$ cat config.mk
export PLATFORM = sky130hd
export DESIGN_NAME = inst_decode_stage_flat
export DESIGN_NICKNAME = d
export VERILOG_FILES = /design/src/rtl/inst_decode_stage_pkg.sv /design/src/rtl/inst_decode_stage_if.sv /design/src/rtl/inst_decode_stage_comb.sv /design/src/rtl/inst_decode_stage.sv /design/src/flat_wrapper.sv
export SDC_FILE = /design/constraint.sdc
export NUM_CORES = 1
export LEC_CHECK = 0
export CORE_UTILIZATION = 25
export DETAILED_ROUTE_END_ITERATION = 6
export SLEW_MARGIN = 10
export SYNTH_ARGS = -nofsm -noshare
export SYNTH_HDL_FRONTEND = slang
export SYNTH_SLANG_ARGS = --single-unit
$ cat constraint.sdc
create_clock -name i_clock -period 2.78 [get_ports i_clock]
set_input_delay 0.556 -clock i_clock [delete_from_list [all_inputs] [get_ports i_clock]]
set_output_delay 0.556 -clock i_clock [all_outputs]
set_load 0.1 [all_outputs]
$ cat src/rtl/inst_decode_stage_pkg.sv
// Shared types for the decode stage: opcodes, decode flags, decoded entry and buffer state.
package inst_decode_stage_pkg;

    typedef enum logic [6:0] {
        OP_LUI    = 7'b0110111,
        OP_AUIPC  = 7'b0010111,
        OP_JAL    = 7'b1101111,
        OP_JALR   = 7'b1100111,
        OP_BRANCH = 7'b1100011,
        OP_LOAD   = 7'b0000011,
        OP_STORE  = 7'b0100011,
        OP_IMM    = 7'b0010011,
        OP_OP     = 7'b0110011,
        OP_FENCE  = 7'b0001111,
        OP_SYSTEM = 7'b1110011
    } OpCode;

    typedef struct packed {
        logic illegal;
        logic alu;
        logic ecall;
        logic ebreak;
        logic wfi;
        logic mret;
        logic csr;
        logic fence;
        logic fencei;
    } DecFlags;

    // Register fields are kept at full 5-bit width; the stage trims them on output.
    typedef struct packed {
        logic [31:0] pc;
        logic [31:0] inst;
        OpCode       op;
        logic [4:0]  rs1;
        logic [4:0]  rs2;
        logic [4:0]  rd;
        logic [11:0] csr;
        logic [31:0] imm;
        DecFlags     flags;
    } DecodedInst;

    typedef enum logic [1:0] {
        ST_EMPTY,
        ST_ONE,
        ST_TWO
    } BufState;

    localparam logic [31:0] INST_ECALL  = 32'h0000_0073;
    localparam logic [31:0] INST_EBREAK = 32'h0010_0073;
    localparam logic [31:0] INST_MRET   = 32'h3020_0073;
    localparam logic [31:0] INST_WFI    = 32'h1050_0073;

    localparam logic [6:0] F7_BASE = 7'b0000000;
    localparam logic [6:0] F7_ALT  = 7'b0100000;
    localparam logic [6:0] F7_MUL  = 7'b0000001;

    function automatic logic [31:0] imm_i(input logic [31:0] inst);
        return {{20{inst[31]}}, inst[31:20]};
    endfunction

    function automatic logic [31:0] imm_s(input logic [31:0] inst);
        return {{20{inst[31]}}, inst[31:25], inst[11:7]};
    endfunction

    function automatic logic [31:0] imm_b(input logic [31:0] inst);
        return {{19{inst[31]}}, inst[31], inst[7], inst[30:25], inst[11:8], 1'b0};
    endfunction

    function automatic logic [31:0] imm_u(input logic [31:0] inst);
        return {inst[31:12], 12'b0};
    endfunction

    function automatic logic [31:0] imm_j(input logic [31:0] inst);
        return {{11{inst[31]}}, inst[31], inst[19:12], inst[20], inst[30:21], 1'b0};
    endfunction

endpackage

$ cat src/rtl/inst_decode_stage_if.sv
// Fetch-side and execute-side handshake bundle of the decode stage.
interface inst_decode_stage_if
    import inst_decode_stage_pkg::*;
#(
    parameter int REG_WIDTH = 5
);
    logic                 i_flush;
    logic                 i_valid;
    logic                 o_ready;
    logic [31:0]          i_inst;
    logic [31:0]          i_pc;
    logic                 o_valid;
    logic                 i_ready;
    logic [31:0]          o_pc;
    logic [31:0]          o_inst;
    OpCode                o_op;
    logic [REG_WIDTH-1:0] o_rs1;
    logic [REG_WIDTH-1:0] o_rs2;
    logic [REG_WIDTH-1:0] o_rd;
    logic [11:0]          o_csr;
    logic [31:0]          o_imm;
    DecFlags              o_flags;

    // Surrounding pipeline: supplies instructions and downstream ready.
    modport master (
        output i_flush, i_valid, i_inst, i_pc, i_ready,
        input  o_ready, o_valid, o_pc, o_inst, o_op, o_rs1, o_rs2, o_rd,
               o_csr, o_imm, o_flags
    );

    // Decode stage itself.
    modport slave (
        input  i_flush, i_valid, i_inst, i_pc, i_ready,
        output o_ready, o_valid, o_pc, o_inst, o_op, o_rs1, o_rs2, o_rd,
               o_csr, o_imm, o_flags
    );
endinterface

$ cat src/rtl/inst_decode_stage_comb.sv
// Pure combinational RV32I/E decoder: instruction word -> DecodedInst.
module inst_decode_comb
    import inst_decode_stage_pkg::*;
#(
    parameter int REG_WIDTH       = 5,
    parameter bit RV_EXT_M        = 1'b1,
    parameter bit RV_EXT_Zicsr    = 1'b1,
    parameter bit RV_EXT_Zifencei = 1'b1
) (
    input  logic [31:0] inst,
    input  logic [31:0] pc,
    output DecodedInst  dec
);
    logic [6:0]  funct7;
    logic [2:0]  funct3;
    logic        legal;
    logic        use_rd;
    logic        use_rs1;
    logic        use_rs2;
    DecFlags     flags;
    logic [31:0] imm;

    assign funct7 = inst[31:25];
    assign funct3 = inst[14:12];

    // Classify the word, pick its immediate and note which register fields it really uses.
    always_comb begin
        legal   = 1'b0;
        use_rd  = 1'b0;
        use_rs1 = 1'b0;
        use_rs2 = 1'b0;
        flags   = '0;
        imm     = '0;
        dec     = '0;
        case (inst[6:0])
            OP_LUI, OP_AUIPC: begin
                legal  = 1'b1;
                use_rd = 1'b1;
                imm    = imm_u(inst);
            end
            OP_JAL: begin
                legal  = 1'b1;
                use_rd = 1'b1;
                imm    = imm_j(inst);
            end
            OP_JALR: begin
                legal   = (funct3 == 3'b000);
                use_rd  = 1'b1;
                use_rs1 = 1'b1;
                imm     = imm_i(inst);
            end
            OP_BRANCH: begin
                legal   = (funct3 != 3'b010) && (funct3 != 3'b011);
                use_rs1 = 1'b1;
                use_rs2 = 1'b1;
                imm     = imm_b(inst);
            end
            OP_LOAD: begin
                legal   = funct3 inside {3'b000, 3'b001, 3'b010, 3'b100, 3'b101};
                use_rd  = 1'b1;
                use_rs1 = 1'b1;
                imm     = imm_i(inst);
            end
            OP_STORE: begin
                legal   = funct3 inside {3'b000, 3'b001, 3'b010};
                use_rs1 = 1'b1;
                use_rs2 = 1'b1;
                imm     = imm_s(inst);
            end
            OP_IMM: begin
                use_rd    = 1'b1;
                use_rs1   = 1'b1;
                flags.alu = 1'b1;
                case (funct3)
                    3'b001: begin
                        legal = (funct7 == F7_BASE);
                        imm   = {27'b0, inst[24:20]};
                    end
                    3'b101: begin
                        legal = (funct7 == F7_BASE) || (funct7 == F7_ALT);
                        imm   = {27'b0, inst[24:20]};
                    end
                    default: begin
                        legal = 1'b1;
                        imm   = imm_i(inst);
                    end
                endcase
            end
            OP_OP: begin
                use_rd    = 1'b1;
                use_rs1   = 1'b1;
                use_rs2   = 1'b1;
                flags.alu = 1'b1;
                if (funct7 == F7_BASE) begin
                    legal = 1'b1;
                end else if (funct7 == F7_ALT) begin
                    legal = (funct3 == 3'b000) || (funct3 == 3'b101);
                end else if (funct7 == F7_MUL) begin
                    legal = RV_EXT_M;
                end
            end
            OP_FENCE: begin
                if (funct3 == 3'b000) begin
                    legal       = 1'b1;
                    flags.fence = 1'b1;
                end else if (funct3 == 3'b001) begin
                    legal        = RV_EXT_Zifencei;
                    flags.fencei = 1'b1;
                end
            end
            OP_SYSTEM: begin
                if (funct3 == 3'b000) begin
                    // Privileged/environment ops only at their exact encodings.
                    case (inst)
                        INST_ECALL:  begin legal = 1'b1; flags.ecall  = 1'b1; end
                        INST_EBREAK: begin legal = 1'b1; flags.ebreak = 1'b1; end
                        INST_MRET:   begin legal = 1'b1; flags.mret   = 1'b1; end
                        INST_WFI:    begin legal = 1'b1; flags.wfi    = 1'b1; end
                        default:     legal = 1'b0;
                    endcase
                end else if (funct3 != 3'b100) begin
                    legal     = RV_EXT_Zicsr;
                    flags.csr = 1'b1;
                    use_rd    = 1'b1;
                    if (funct3[2]) begin
                        imm = {27'b0, inst[19:15]};
                    end else begin
                        use_rs1 = 1'b1;
                    end
                end
            end
            default: legal = 1'b0;
        endcase

        // With a 16-entry register file any used field reaching x16..x31 is illegal.
        if (REG_WIDTH < 5) begin
            if ((use_rd && inst[11]) || (use_rs1 && inst[19]) || (use_rs2 && inst[24])) begin
                legal = 1'b0;
            end
        end

        if (!legal) begin
            flags         = '0;
            flags.illegal = 1'b1;
            imm           = '0;
        end

        dec.pc    = pc;
        dec.inst  = inst;
        dec.op    = OpCode'(inst[6:0]);
        dec.rs1   = inst[19:15];
        dec.rs2   = inst[24:20];
        dec.rd    = inst[11:7];
        dec.csr   = inst[31:20];
        dec.imm   = imm;
        dec.flags = flags;
    end
endmodule

$ cat src/rtl/inst_decode_stage.sv
// Decode pipeline stage: decodes on the input side and buffers results in a 2-entry skid buffer.
module inst_decode_stage
    import inst_decode_stage_pkg::*;
#(
    parameter int REG_WIDTH       = 5,
    parameter bit RV_EXT_M        = 1'b1,
    parameter bit RV_EXT_Zicsr    = 1'b1,
    parameter bit RV_EXT_Zifencei = 1'b1
) (
    input logic                i_clock,
    input logic                i_reset,
    inst_decode_stage_if.slave bus
);
    DecodedInst dec_in;
    DecodedInst out_q;
    DecodedInst skid_q;
    BufState    state;
    logic       valid_q;
    logic       ready_q;
    logic       take_in;
    logic       take_out;

    inst_decode_comb #(
        .REG_WIDTH       (REG_WIDTH),
        .RV_EXT_M        (RV_EXT_M),
        .RV_EXT_Zicsr    (RV_EXT_Zicsr),
        .RV_EXT_Zifencei (RV_EXT_Zifencei)
    ) u_comb (
        .inst (bus.i_inst),
        .pc   (bus.i_pc),
        .dec  (dec_in)
    );

    assign take_in  = bus.i_valid & ready_q;
    assign take_out = valid_q & bus.i_ready;

    // Skid-buffer FSM; valid/ready are registered from the next state, data loads only on transfer.
    always_ff @(posedge i_clock) begin
        if (i_reset) begin
            state   <= ST_EMPTY;
            valid_q <= 1'b0;
            ready_q <= 1'b1;
            out_q   <= '0;
            skid_q  <= '0;
        end else if (bus.i_flush) begin
            state   <= ST_EMPTY;
            valid_q <= 1'b0;
            ready_q <= 1'b1;
        end else begin
            case (state)
                ST_EMPTY: begin
                    if (take_in) begin
                        out_q   <= dec_in;
                        state   <= ST_ONE;
                        valid_q <= 1'b1;
                        ready_q <= 1'b1;
                    end
                end
                ST_ONE: begin
                    if (take_in && !take_out) begin
                        skid_q  <= dec_in;
                        state   <= ST_TWO;
                        valid_q <= 1'b1;
                        ready_q <= 1'b0;
                    end else if (take_out && !take_in) begin
                        state   <= ST_EMPTY;
                        valid_q <= 1'b0;
                        ready_q <= 1'b1;
                    end else if (take_in && take_out) begin
                        out_q   <= dec_in;
                    end
                end
                ST_TWO: begin
                    if (take_out) begin
                        out_q   <= skid_q;
                        state   <= ST_ONE;
                        valid_q <= 1'b1;
                        ready_q <= 1'b1;
                    end
                end
                default: begin
                    state   <= ST_EMPTY;
                    valid_q <= 1'b0;
                    ready_q <= 1'b1;
                end
            endcase
        end
    end

    assign bus.o_ready = ready_q;
    assign bus.o_valid = valid_q;
    assign bus.o_pc    = out_q.pc;
    assign bus.o_inst  = out_q.inst;
    assign bus.o_op    = out_q.op;
    assign bus.o_rs1   = out_q.rs1[REG_WIDTH-1:0];
    assign bus.o_rs2   = out_q.rs2[REG_WIDTH-1:0];
    assign bus.o_rd    = out_q.rd[REG_WIDTH-1:0];
    assign bus.o_csr   = out_q.csr;
    assign bus.o_imm   = out_q.imm;
    assign bus.o_flags = out_q.flags;
endmodule

$ cat src/flat_wrapper.sv
// flat-port wrapper written by rule: the top's interface ports become plain ports
module inst_decode_stage_flat import inst_decode_stage_pkg::*;
#(
    parameter int REG_WIDTH       = 5,
    parameter bit RV_EXT_M        = 1'b1,
    parameter bit RV_EXT_Zicsr    = 1'b1,
    parameter bit RV_EXT_Zifencei = 1'b1
)
  (i_clock, i_reset, bus_i_flush, bus_i_valid, bus_i_inst, bus_i_pc, bus_i_ready, bus_o_ready, bus_o_valid, bus_o_pc, bus_o_inst, bus_o_op, bus_o_rs1, bus_o_rs2, bus_o_rd, bus_o_csr, bus_o_imm, bus_o_flags);
  inst_decode_stage_if #(.REG_WIDTH(REG_WIDTH)) bus_i ();
  input logic i_clock;
  input logic i_reset;
  input wire logic [$bits(bus_i.i_flush)-1:0] bus_i_flush;
  input wire logic [$bits(bus_i.i_valid)-1:0] bus_i_valid;
  input wire logic [$bits(bus_i.i_inst)-1:0] bus_i_inst;
  input wire logic [$bits(bus_i.i_pc)-1:0] bus_i_pc;
  input wire logic [$bits(bus_i.i_ready)-1:0] bus_i_ready;
  output wire logic [$bits(bus_i.o_ready)-1:0] bus_o_ready;
  output wire logic [$bits(bus_i.o_valid)-1:0] bus_o_valid;
  output wire logic [$bits(bus_i.o_pc)-1:0] bus_o_pc;
  output wire logic [$bits(bus_i.o_inst)-1:0] bus_o_inst;
  output wire logic [$bits(bus_i.o_op)-1:0] bus_o_op;
  output wire logic [$bits(bus_i.o_rs1)-1:0] bus_o_rs1;
  output wire logic [$bits(bus_i.o_rs2)-1:0] bus_o_rs2;
  output wire logic [$bits(bus_i.o_rd)-1:0] bus_o_rd;
  output wire logic [$bits(bus_i.o_csr)-1:0] bus_o_csr;
  output wire logic [$bits(bus_i.o_imm)-1:0] bus_o_imm;
  output wire logic [$bits(bus_i.o_flags)-1:0] bus_o_flags;
  assign bus_i.i_flush = bus_i_flush;
  assign bus_i.i_valid = bus_i_valid;
  assign bus_i.i_inst = bus_i_inst;
  assign bus_i.i_pc = bus_i_pc;
  assign bus_i.i_ready = bus_i_ready;
  assign bus_o_ready = bus_i.o_ready;
  assign bus_o_valid = bus_i.o_valid;
  assign bus_o_pc = bus_i.o_pc;
  assign bus_o_inst = bus_i.o_inst;
  assign bus_o_op = bus_i.o_op;
  assign bus_o_rs1 = bus_i.o_rs1;
  assign bus_o_rs2 = bus_i.o_rs2;
  assign bus_o_rd = bus_i.o_rd;
  assign bus_o_csr = bus_i.o_csr;
  assign bus_o_imm = bus_i.o_imm;
  assign bus_o_flags = bus_i.o_flags;
  inst_decode_stage #(.REG_WIDTH(REG_WIDTH), .RV_EXT_M(RV_EXT_M), .RV_EXT_Zicsr(RV_EXT_Zicsr), .RV_EXT_Zifencei(RV_EXT_Zifencei)) u_core (.i_clock(i_clock), .i_reset(i_reset), .bus(bus_i));
endmodule
==> metrics.md <==
| Metric | Value |
|---|---|
| Total die area | 38900 um^2 |
| Crit path max fanout | 42 |
| Avg WL per Cell | 16.1 um |
| Fraction of final layout cells sized beyond drive strength 1 | 20.5% |
| Grt met1 use | 20.7% |
| Initial antenna violation count | 1 |
| Endpoints failing setup | 0 |
| Clock root buffer master | sky130_fd_sc_hd__clkbuf_16 |
| Max transition margin | 57.7% |
| Half-perimeter wire length after detailed placement | 21100 um |
| Launching instance or port of the critical path | bus_i_inst[31] |
| Core area | 37600 um^2 |
| Leakage power summed over all cells | 4.89 nW |
| Deepest level of the CTS H-tree | 1 |
| Syn_nets | 1320 |
| Path type of the worst setup path | in2reg |
| Number of global-route vias before repair | 8881 |
| Max Transition Viols Final | 0 |
| Horizontal extent of the die | 197 um |
| Number of top-level pins | 210 |
| Slowest library cell on the worst path | sky130_fd_sc_hd__nor3_1 |
| TritonCTS clock tree | done |
| Cell accounting for the most synthesized area | sky130_fd_sc_hd__dfxtp_1 |
| R2R Setup Slk | 0.79 ns |
| List of cells traversed by the critical path | clkdlybuf4s50_1 > buf_4 > nor3_1 > nand3_1 > o32a_1 > nand4_2 > buf_12 > nand3_1 > a311oi_1 |
| Number of cells produced by synthesis | 1251 |
| Vias per Instance | 4.82 |
| Crit path time final | 2.69 ns |
| Multi-input logic area | 4540 um^2 |
| Leading cell types by count after synthesis | 355 x sky130_fd_sc_hd__nand2_1, 214 x sky130_fd_sc_hd__dfxtp_1, 123 x sky130_fd_sc_hd__nor2_1 |
| Number of stages on the worst hold path | 2 |
| Via count | 9455 |
| First-pass GRT wire length | 49200 um |
| Total chip power | 9.25 mW |
| Number of flops mapped to enable cells by yosys | 0 |
| DRC | 0 |
| Routing layer with the top usage in global route | met2 |
| Detailed Route WL | 31600 um |
| Main combinational cell family by area after synthesis | simple AND/OR/NAND/NOR gates |
| Ys flop type | sky130_fd_sc_hd__dfxtp_1 |
| Number of DRC violations after detailed-routing iteration 0 | 708 |
| Met3 usage | 3.88% |
| Number of sinks on the clock net | 214 |
| Reg2Reg Depth | 8 |
| Flip-flop and latch area | 4280 um^2 |
| Count of max-cap constraint violations | 0 |
| Average size of a mapped cell | 7.62 um^2 |
| Async S/R FF share, synth | 0% |
| Routability cong. | 0.861 |
| Portion of synthesized cell area occupied by the leading cell type | 44.9% |
| Area overhead of the layout relative to synthesis | 37.5% |
| Peak ir drop on the vdd network | 295 uV |
| Worst Setup End Kind | register |
| Largest stage delay on the critical path | 0.56 ns |
| Required time of the critical path | 3.21 ns |
| Post-route antenna net violation count | 0 |
| Worst setup skew after layout | 0.0220 ns |
| Net count, final | 1499 |
| Synth Area in Simple Gates | 27.1% |
| Rows | 71 |
| Synth Area in XOR/XNOR | 0.0919% |
| GR Layer Usage met2 | 25.4% |
| Final period utilization | 96.6% |
| Yosys Warn Count | 0 |
| Class of the tightest hold or removal check | reg2reg |
| Largest buffer count on any clock path | 3 |
| Worst hold start | u_core.skid_q[24] |
| Multiplexer area fraction after synthesis | 0.118% |
| Number of inserted filler cells in the final layout | 3863 |
| Clock latency of the later-clocked register in the worst-skew pair | 0.54 ns |
| Num CTS Buffers | 26 |
| Unrepaired setup endpoints after global routing | false |
| Vertical die dimension | 197 um |
| Worst min-delay path endpoint | u_core.skid_q[24] |
| Reg2reg start | u_core.state[1] |
| Cell area after technology mapping | 9530 um^2 |
| Overall global routing resource usage | 15.8% |
| Final hold violations | 0 |
| Post-CTS Hold Buffers | 0 |
| Final global-route overflow total | 0 |
| Fmax | 372 MHz |
| Reg-to-reg critical path endpoint | u_core.bus.o_imm[9] |
| Effective utilization at floorplan | 25.4% |
| Clock edge transition at the registers on the reported setup and hold paths | 0.06 ns |
| Compound-gate portion of the synthesized area | 19.8% |
| Startpoint type of the worst setup path | input pin |
| Cell Pwr Density | 706 nW/um^2 |
| Number of buffers and inverters on the critical path | 3 |
| Largest delay contributor family on the critical path | simple AND/OR/NAND/NOR gates |
| Worst slew pin tran | 0.630 ns |
| Most frequent cell on the critical path | sky130_fd_sc_hd__nand3_1 |
| Core Util, Final | 34.9% |
| Post-synthesis adder-cell area fraction | 0.105% |
| Synth top area cells | sky130_fd_sc_hd__dfxtp_1 45%, sky130_fd_sc_hd__nand2_1 14%, sky130_fd_sc_hd__a311oi_1 9.5%, sky130_fd_sc_hd__a21oi_1 6.0%, sky130_fd_sc_hd__nor2_1 4.8% |
| Port bufs | 209 |
| Number of synthesized register bits | 214 |
| Post-synth cell types | 58 |
| First-pass iteration count of the detailed router | 5 |
| Proportion of synthesized chip area in sequential cells | 44.9% |
| Library cell with the highest instance count after synthesis | sky130_fd_sc_hd__nand2_1 |
| Run status | complete, no violations |
| Largest net degree at the start of global routing | 103 |
| Data arrival time of the critical path | 3.12 ns |
## layout by cell type (no fill, tap or decap), drive strengths merged, types with 7 or more instances in the layout
cell type / Yosys / layout
a21o: 8 / 8
a21oi: 115 / 115
a22o: 12 / 12
a311oi: 103 / 103
buf: 53 / 237
bufinv: 0 / 7
clkbuf: 100 / 33
clkdlybuf4s50: 0 / 67
dfxtp: 214 / 214
nand2: 355 / 355
nand3: 65 / 65
nand4: 15 / 15
nor2: 123 / 123
nor3: 12 / 12
nor4: 9 / 9
## per-layer routing
layer,share of wire (%),routed length [um],vias to the layer above
met3,8.4,2640,53
met1,43,13700,4429
met4,2.7,862,2
li1,-,-,4680
met5,0.035,11,-
met2,46,14400,291
## report_power, final
group          switching [mW]  internal, mW  leakage (nW)
logic                    1.55         0.493          2.66
clock network            1.39          2.53         0.488
registers              0.0911          3.20          1.74
## sequential cells by signal, summed over array words and instances (netlist names)
signal              count
u_core.bus.o_rd         4
u_core.bus.o_pc        32
u_core.state            2
u_core.bus.o_valid      1
u_core.bus.o_imm       32
u_core.skid_q         105
u_core.bus.o_csr       11
u_core.bus.o_ready      1
u_core.bus.o_flags      9
u_core.bus.o_inst      17
## repair_timing
item                       CTS  global route
hold endpoints to repair     0             0
resized for setup            0             1
setup buffers                0             0
setup endpoints to repair    0            37
## layout make-up
| cell class | count | share of cell area, % |
|---|---|---|
| multi-input cells | 881 | 34.7 |
| flip-flops and latches | 214 | 32.7 |
| well taps | 511 | 4.88 |
| clock buffers | 33 | 5.63 |
| clock inverters | 14 | 1.98 |
| diodes | 1 | 0.0191 |
| inverters | 3 | 0.0859 |
| repair buffers | 304 | 20.1 |
## cell families (layout without fill, tap and decap cells)
logic type	Yosys count	count (layout)
buf+inv	156	354
simple gates	612	612
mux	1	1
other cells	0	1
compound gates	266	266
xor+xnor	1	1
flops	214	214
fa+ha+maj	1	1
## worst register-to-register path, delay by kind of cell (launching register included)
| family | cells | cell delay (ns) |
|---|---|---|
| AO/OA/AOI/OAI | 3 | 0.56 |
| AND/OR/NAND/NOR | 3 | 0.47 |
| flip-flops | 1 | 0.40 |
| buffers and inverters | 2 | 0.47 |
## how the worst max path moves through the flow
stage	slack, ns	depth (start not counted)	end
finish	0.09	9	u_core.bus.o_imm[2]
global route	0.07	9	u_core.bus.o_imm[27]
CTS	0.1	9	u_core.bus.o_imm[2]
detailed placement	-0.40	9	u_core.bus.o_imm[9]
global placement	-0.38	9	u_core.bus.o_imm[7]
floorplan	0.37	8	u_core.bus.o_csr[1]
## through the flow
step / hold slack (ns) / setup slack, ns / TNS, ns / cells / area (um^2)
after floorplan: 0.432 / 0.370 / 0 / 1251 / 9530
after global placement: 0.438 / -0.381 / -20.33 / 1913 / 12100
after detailed placement: 0.443 / -0.396 / -21.07 / 1913 / 12100
after CTS: 0.452 / 0.0954 / 0 / 1960 / 13100
after global routing: 0.466 / 0.0726 / 0 / 1960 / 13100
final: 0.451 / 0.0931 / 0 / 1961 / 13100
No activity file was read; power rests on OpenSTA's default activity.
